`config.mk`:
```
export PLATFORM = sky130hd
export DESIGN_NAME = uart_tx_arbiter
export DESIGN_NICKNAME = d
export VERILOG_FILES = /design/src/rtl/uart_pkg.sv /design/src/rtl/uart_rr_pick.sv /design/src/rtl/uart_tx_arbiter.sv
export SDC_FILE = /design/constraint.sdc
export NUM_CORES = 1
export LEC_CHECK = 0
export BUFFER_PORTS_ARGS = -buffer_cell sky130_fd_sc_hd__buf_4
export CAP_MARGIN = 20
export CELL_PAD_IN_SITES_DETAIL_PLACEMENT = 1
export CELL_PAD_IN_SITES_GLOBAL_PLACEMENT = 1
export CORE_UTILIZATION = 40
export CTS_BUF_LIST = sky130_fd_sc_hd__clkbuf_16
export CTS_CLUSTER_SIZE = 28
export DETAILED_ROUTE_END_ITERATION = 12
export PLACE_DENSITY_LB_ADDON = 0.1
export REMOVE_ABC_BUFFERS = 1
export SYNTH_ARGS = -nofsm -noshare
export SYNTH_HDL_FRONTEND = slang
export SYNTH_SLANG_ARGS = --single-unit
export TNS_END_PERCENT = 100
```
`constraint.sdc`:
```
create_clock -name clock_i -period 4 [get_ports clock_i]
set_input_delay 0.8 -clock clock_i [delete_from_list [all_inputs] [get_ports clock_i]]
set_output_delay 0.8 -clock clock_i [all_outputs]
set_load 0.1 [all_outputs]
```
`src/rtl/uart_pkg.sv`:
```
// rtl/uart_pkg.sv - shared state encoding and defaults for the uart transmit arbiter
//
// Contents:
//   arb_state_t            : arbiter FSM states
//   ACCEPT_TIMEOUT_DEFAULT : cycles allowed for tx_busy_i to rise after a write strobe
//   TIMEOUT_CNT_W          : width of the accept-timeout counter (covers timeouts up to 255)
package uart_pkg;

  typedef enum logic [2:0] {
    ST_IDLE      = 3'd0,
    ST_STROBE    = 3'd1,
    ST_WAIT_BUSY = 3'd2,
    ST_WAIT_DONE = 3'd3,
    ST_HOLD      = 3'd4
  } arb_state_t;

  localparam int ACCEPT_TIMEOUT_DEFAULT = 15;
  localparam int TIMEOUT_CNT_W          = 8;

endpackage

```
`src/rtl/uart_rr_pick.sv`:
```
// rtl/uart_rr_pick.sv - combinational round-robin picker
//
// Ports:
//   req        : request vector, one bit per requester
//   ptr        : index with highest priority; search ascends from here with wrap
//   winner_oh  : one-hot winner, all-zero when no request
//   winner_idx : binary index of the winner, 0 when no request
//   any        : at least one request is set
module uart_rr_pick #(
  parameter int NUM_REQ = 4,
  parameter int IDX_W   = 2
) (
  input  logic [NUM_REQ-1:0] req,
  input  logic [IDX_W-1:0]   ptr,
  output logic [NUM_REQ-1:0] winner_oh,
  output logic [IDX_W-1:0]   winner_idx,
  output logic               any
);

  always_comb begin : pick
    logic found;
    found      = 1'b0;
    winner_oh  = '0;
    winner_idx = '0;
    for (int i = 0; i < NUM_REQ; i++) begin
      int j;
      j = int'(ptr) + i;
      if (j >= NUM_REQ) begin
        j = j - NUM_REQ;
      end
      if (!found && req[j]) begin
        found         = 1'b1;
        winner_oh[j]  = 1'b1;
        winner_idx    = IDX_W'(j);
      end
    end
  end

  assign any = |req;

endmodule

```
`src/rtl/uart_tx_arbiter.sv`:
```
// rtl/uart_tx_arbiter.sv - round-robin, packet-locking arbiter in front of one uart_tx
//
// Ports:
//   clock_i     : clock, all state on rising edge
//   reset_i     : asynchronous active-low reset
//   req_valid_i : per-requester byte available
//   req_data_i  : byte k on bits [8k+7:8k]
//   req_last_i  : byte k ends its packet
//   req_ready_o : byte k accepted this cycle (combinational, at most one bit)
//   grant_o     : registered one-hot owner of the transmitter, zero when unowned
//   tx_write_o  : one-cycle write strobe to uart_tx
//   tx_data_o   : byte to uart_tx, stable from strobe until the byte completes
//   tx_busy_i   : uart_tx busy
//   timeout_o   : one-cycle pulse when uart_tx never acknowledged a strobe
module uart_tx_arbiter
  import uart_pkg::*;
#(
  parameter int NUM_REQ        = 4,
  parameter int ACCEPT_TIMEOUT = ACCEPT_TIMEOUT_DEFAULT
) (
  input  logic                 clock_i,
  input  logic                 reset_i,
  input  logic [NUM_REQ-1:0]   req_valid_i,
  input  logic [8*NUM_REQ-1:0] req_data_i,
  input  logic [NUM_REQ-1:0]   req_last_i,
  output logic [NUM_REQ-1:0]   req_ready_o,
  output logic [NUM_REQ-1:0]   grant_o,
  output logic                 tx_write_o,
  output logic [7:0]           tx_data_o,
  input  logic                 tx_busy_i,
  output logic                 timeout_o
);

  localparam int IDX_W = $clog2(NUM_REQ);

  arb_state_t               state;
  logic [IDX_W-1:0]         ptr;
  logic [IDX_W-1:0]         win_idx;
  logic [IDX_W-1:0]         next_ptr;
  logic [IDX_W-1:0]         acc_idx;
  logic [7:0]               acc_byte;
  logic                     accept;
  logic                     last_q;
  logic [TIMEOUT_CNT_W-1:0] cnt;

  logic [NUM_REQ-1:0]       pick_oh;
  logic [IDX_W-1:0]         pick_idx;
  logic                     pick_any;

  uart_rr_pick #(
    .NUM_REQ (NUM_REQ),
    .IDX_W   (IDX_W)
  ) u_pick (
    .req        (req_valid_i),
    .ptr        (ptr),
    .winner_oh  (pick_oh),
    .winner_idx (pick_idx),
    .any        (pick_any)
  );

  // Accepts happen only in IDLE (open arbitration) or HOLD (locked owner
  // only). Ready is gated by reset so nothing is handed over while held.
  always_comb begin
    req_ready_o = '0;
    if (reset_i && !tx_busy_i) begin
      if (state == ST_IDLE && pick_any) begin
        req_ready_o = pick_oh;
      end else if (state == ST_HOLD && req_valid_i[win_idx]) begin
        req_ready_o = grant_o;
      end
    end
  end

  assign accept   = |req_ready_o;
  assign acc_idx  = (state == ST_HOLD) ? win_idx : pick_idx;
  assign acc_byte = req_data_i[8*acc_idx +: 8];
  assign next_ptr = (win_idx == IDX_W'(NUM_REQ - 1)) ? '0 : win_idx + 1'b1;

  always_ff @(posedge clock_i or negedge reset_i) begin
    if (!reset_i) begin
      state      <= ST_IDLE;
      ptr        <= '0;
      win_idx    <= '0;
      last_q     <= 1'b0;
      cnt        <= '0;
      grant_o    <= '0;
      tx_write_o <= 1'b0;
      tx_data_o  <= '0;
      timeout_o  <= 1'b0;
    end else begin
      tx_write_o <= 1'b0;
      timeout_o  <= 1'b0;
      case (state)
        ST_IDLE: begin
          if (accept) begin
            win_idx    <= pick_idx;
            grant_o    <= pick_oh;
            tx_data_o  <= acc_byte;
            last_q     <= req_last_i[acc_idx];
            tx_write_o <= 1'b1;
            state      <= ST_STROBE;
          end
        end
        ST_STROBE: begin
          // uart_tx may not reflect the write yet, so busy is not looked at here.
          cnt   <= '0;
          state <= ST_WAIT_BUSY;
        end
        ST_WAIT_BUSY: begin
          if (tx_busy_i) begin
            cnt   <= '0;
            state <= ST_WAIT_DONE;
          end else if (cnt == TIMEOUT_CNT_W'(ACCEPT_TIMEOUT - 1)) begin
            // The strobe was lost; give up this owner, packet lock included.
            cnt       <= '0;
            timeout_o <= 1'b1;
            grant_o   <= '0;
            ptr       <= next_ptr;
            state     <= ST_IDLE;
          end else begin
            cnt <= cnt + 1'b1;
          end
        end
        ST_WAIT_DONE: begin
          if (!tx_busy_i) begin
            if (last_q) begin
              grant_o <= '0;
              ptr     <= next_ptr;
              state   <= ST_IDLE;
            end else begin
              state <= ST_HOLD;
            end
          end
        end
        ST_HOLD: begin
          // Packet lock: waits for the owner however long it takes.
          if (accept) begin
            tx_data_o  <= acc_byte;
            last_q     <= req_last_i[acc_idx];
            tx_write_o <= 1'b1;
            state      <= ST_STROBE;
          end
        end
        default: begin
          state <= ST_IDLE;
        end
      endcase
    end
  end

endmodule

```
==> flow_summary.json <==
{
  "status": "completed",
  "rr_worst_depth": 9,
  "crit_chain": "inv_1 > ha_1 > mux4_2 > or3b_1 > a221oi_1 > a21o_1 > a21o_1 > buf_4",
  "grt_max_degree": 31,
  "drcViolationCount": 0,
  "cts-root-buf": "clkbuf_16",
  "muxShareOfSynthArea_pct": 6.909,
  "cp-end-kind": "output pin",
  "dpl.hpwl_um": 5370,
  "wirelength_um": 7460,
  "grt_pass1_vias": 2488,
  "drt-pass1-iter-count": 6,
  "final_core_util_pct": 52.09,
  "antenna_left": 0,
  "avgSynthCellArea_um2": 9.226,
  "cp.arrival_ps": 2980,
  "antenna_found_initial": 0,
  "fin_crit_sh_pct": 94.48,
  "portBuffers": 60,
  "crit_slowest_cell": "mux4_2",
  "grt_util_all_layers_pct": 25.16,
  "cts_tree": "yes",
  "timing.slew.headroom_pct": 46.67,
  "die_x_um": 80.18,
  "setup_viol": 0,
  "crit_required_ps": 3200,
  "hold_class": "reg -> reg",
  "ys_warn_count": 0,
  "numCtsBuffers": 5,
  "coreArea_um2": 5921,
  "cts.reportedPaths.clkPinSlew_ps": 50,
  "start_util_pct": 41.29,
  "cpPeakStageDelay_ps": 480,
  "die_area_um2": 6429,
  "gp_congestion": 0.8606,
  "grt_pass1_wl_um": 12410,
  "holdWs_ps": 485.7,
  "fmax_mhz": 264.6,
  "n_antenna_cell": 0,
  "syn-cell-area_um2": 2445,
  "start_kind": "flip-flop",
  "finalPower_mw": 2.650,
  "netlist_top_cells_area": "dfrtp_1 31%, a21boi_0 5.5%, mux4_2 4.6%, ha_1 4.1%, a221oi_1 3.9%",
  "worst-path-buf-inv": 2,
  "stdcell_area_um2": 3084,
  "final-hold-violation-count": 0,
  "hold_buffers": 0,
  "yosys-top-cells-count": "30 x dfrtp_1, 18 x a21boi_0, 16 x nand3_1, 16 x o21ai_0, 15 x nand2_1",
  "yosysMostFrequentCell": "dfrtp_1",
  "wire_per_inst_um": 18.89,
  "drive_gt1_share_pct": 29.69,
  "dpl_cell_area_um2": 2937,
  "fin_nets": 370,
  "io_pins": 61,
  "clk_latency_ps": 280,
  "slew_violations": 0,
  "cp_common_cell": "a21o_1",
  "crit_type": "reg -> out",
  "first_iter_violations": 117,
  "netlist.area_leader.share_pct": 30.71,
  "fill_cells": 697,
  "cpLargestDelayFamily": "compound AO/OA/AOI/OAI gates",
  "synth-edff-count": 0,
  "rows": 28,
  "synth_seq_cells": 30,
  "ir_drop_mv": 0.4589,
  "synth-adder-area-share_pct": 4.094,
  "worstMarginPinSlew_ps": 798.2,
  "r2r-start": "ptr[1]",
  "min_to": "cnt[3]",
  "cts_max_path_buffers": 2,
  "via_per_inst": 5.997,
  "synth-compound-area-share_pct": 32.04,
  "r2r_end": "tx_data_o[4]",
  "fin_setup_tns_ps": 0,
  "cts_sinks": 30,
  "synth-simple-area-share_pct": 18.47,
  "htreeDepth": 2,
  "cp_max_fo": 13,
  "clock-skew-final_ps": 2.759,
  "synth_ff_type": "dfrtp_1",
  "ys_seq_area_share_pct": 30.71,
  "synthToLayoutAreaGrowth_pct": 26.15,
  "power_density_nw_per_um2": 859.3,
  "fin_crit_ps": 3779,
  "yosys.area.top_type": "dfrtp_1",
  "whs_path_depth": 1,
  "synth_top_family_by_area": "compound AO/OA/AOI/OAI gates",
  "async_flop_share_pct": 100.0,
  "cts_resized": 0,
  "vias": 2369,
  "r2r_slack_ps": 970,
  "synth_cells": 265,
  "rsz0062_at_grt": "no",
  "grt.overflow.total": 0,
  "crit_path_start": "ptr[1]",
  "synth_xor_xnor_area_share_pct": 1.075,
  "p_leak_nw": 1.430,
  "die_h_um": 80.18,
  "maxCapViolCount": 0,
  "hold_path_startpoint": "cnt[3]",
  "synth_cell_types": 53,
  "post-cts-setup-buffers": 0
}
[worst max path at each step]
stage	to	slack, ps	cells past startpoint
global route	req_ready_o[0]	50	8
finish	req_ready_o[0]	220	8
CTS	req_ready_o[2]	180	8
detailed placement	req_ready_o[2]	250	7
global placement	req_ready_o[0]	330	7
floorplan	req_ready_o[2]	160	7
[final cells by class]
class	instances	area, um^2	share of cell area [%]
repair buffers	68	510.5	16.55
clock buffers	5	125.1	4.057
flip-flops and latches	30	750.7	24.34
multi-input cells	203	1546	50.14
inverters	11	41.29	1.339
clock inverters	3	16.27	0.5274
well taps	75	93.84	3.043
[layer usage]
metal / track usage [%] / part of all wire (%) / vias up
li1: - / - / 1129
met1: 31.32 / 45 / 1193
met2: 44.36 / 52 / 36
met3: 3.636 / 2.1 / 11
met4: 8.214 / 1.4 / 0
met5: 0 / 0 / -
[cell usage in the layout (no fill, tap or decap), types with 2 or more instances in the layout]
| cell | Yosys | layout |
|---|---|---|
| a21oi_1 | 8 | 8 |
| o21ai_0 | 16 | 16 |
| inv_1 | 11 | 11 |
| o21a_1 | 2 | 2 |
| nor2_1 | 10 | 10 |
| or3_1 | 2 | 2 |
| a2111oi_0 | 9 | 9 |
| nor2b_1 | 6 | 6 |
| nor3b_1 | 2 | 2 |
| nand3_1 | 16 | 16 |
| and3_1 | 5 | 5 |
| dfrtp_1 | 30 | 30 |
| mux2_1 | 2 | 2 |
| a32o_1 | 2 | 2 |
| a221oi_2 | 2 | 2 |
| a21o_1 | 11 | 11 |
| a2111oi_2 | 0 | 2 |
| a21boi_0 | 18 | 18 |
| xor2_1 | 3 | 3 |
| ha_1 | 8 | 8 |
| and2_1 | 4 | 4 |
| a221oi_1 | 11 | 11 |
| nor4_1 | 2 | 2 |
| o31ai_1 | 12 | 12 |
| clkbuf_16 | 0 | 5 |
| mux2_2 | 3 | 3 |
| a31oi_1 | 2 | 2 |
| mux4_2 | 5 | 5 |
| nand2_1 | 15 | 15 |
| buf_4 | 1 | 68 |
| or3b_1 | 5 | 5 |
[per-stage QoR]
step | instances | setup slack [ps]
finish | 395 | 220.9
global route | 395 | 45.13
CTS | 395 | 183.5
detailed placement | 387 | 251.5
global placement | 387 | 326.3
floorplan | 244 | 161.3
[sequential cells by signal (all words and copies together) (netlist names)]
signal / count
grant_o: 4
last_q: 1
timeout_o: 1
win_idx: 2
state: 3
cnt: 8
tx_write_o: 1
ptr: 2
tx_data_o: 8
[power by group]
group / total (mW) / switching (mW) / internal (mW)
combinational: 1.78 / 1.21 / 0.575
clock: 0.366 / 0.139 / 0.227
sequential: 0.501 / 0.0976 / 0.404
[kinds of logic after synthesis]
group | after synthesis
buffers and inverters | 32
adders and majority gates | 8
muxes | 10
AOI/OAI and AO/OA | 103
and+or+nand+nor | 79
DFF | 30
xor gates and xnor gates | 3
[worst register-to-register path: stages, from the launching register on]
cell and delay, ps:
dfrtp_1 340, inv_1 90, ha_1 420, mux4_2 380
nor2b_1 170, o211ai_2 130, buf_4 240, and2_1 610
a2111oi_0 280, o31ai_1 260
Power figures use the tool's default switching activity.
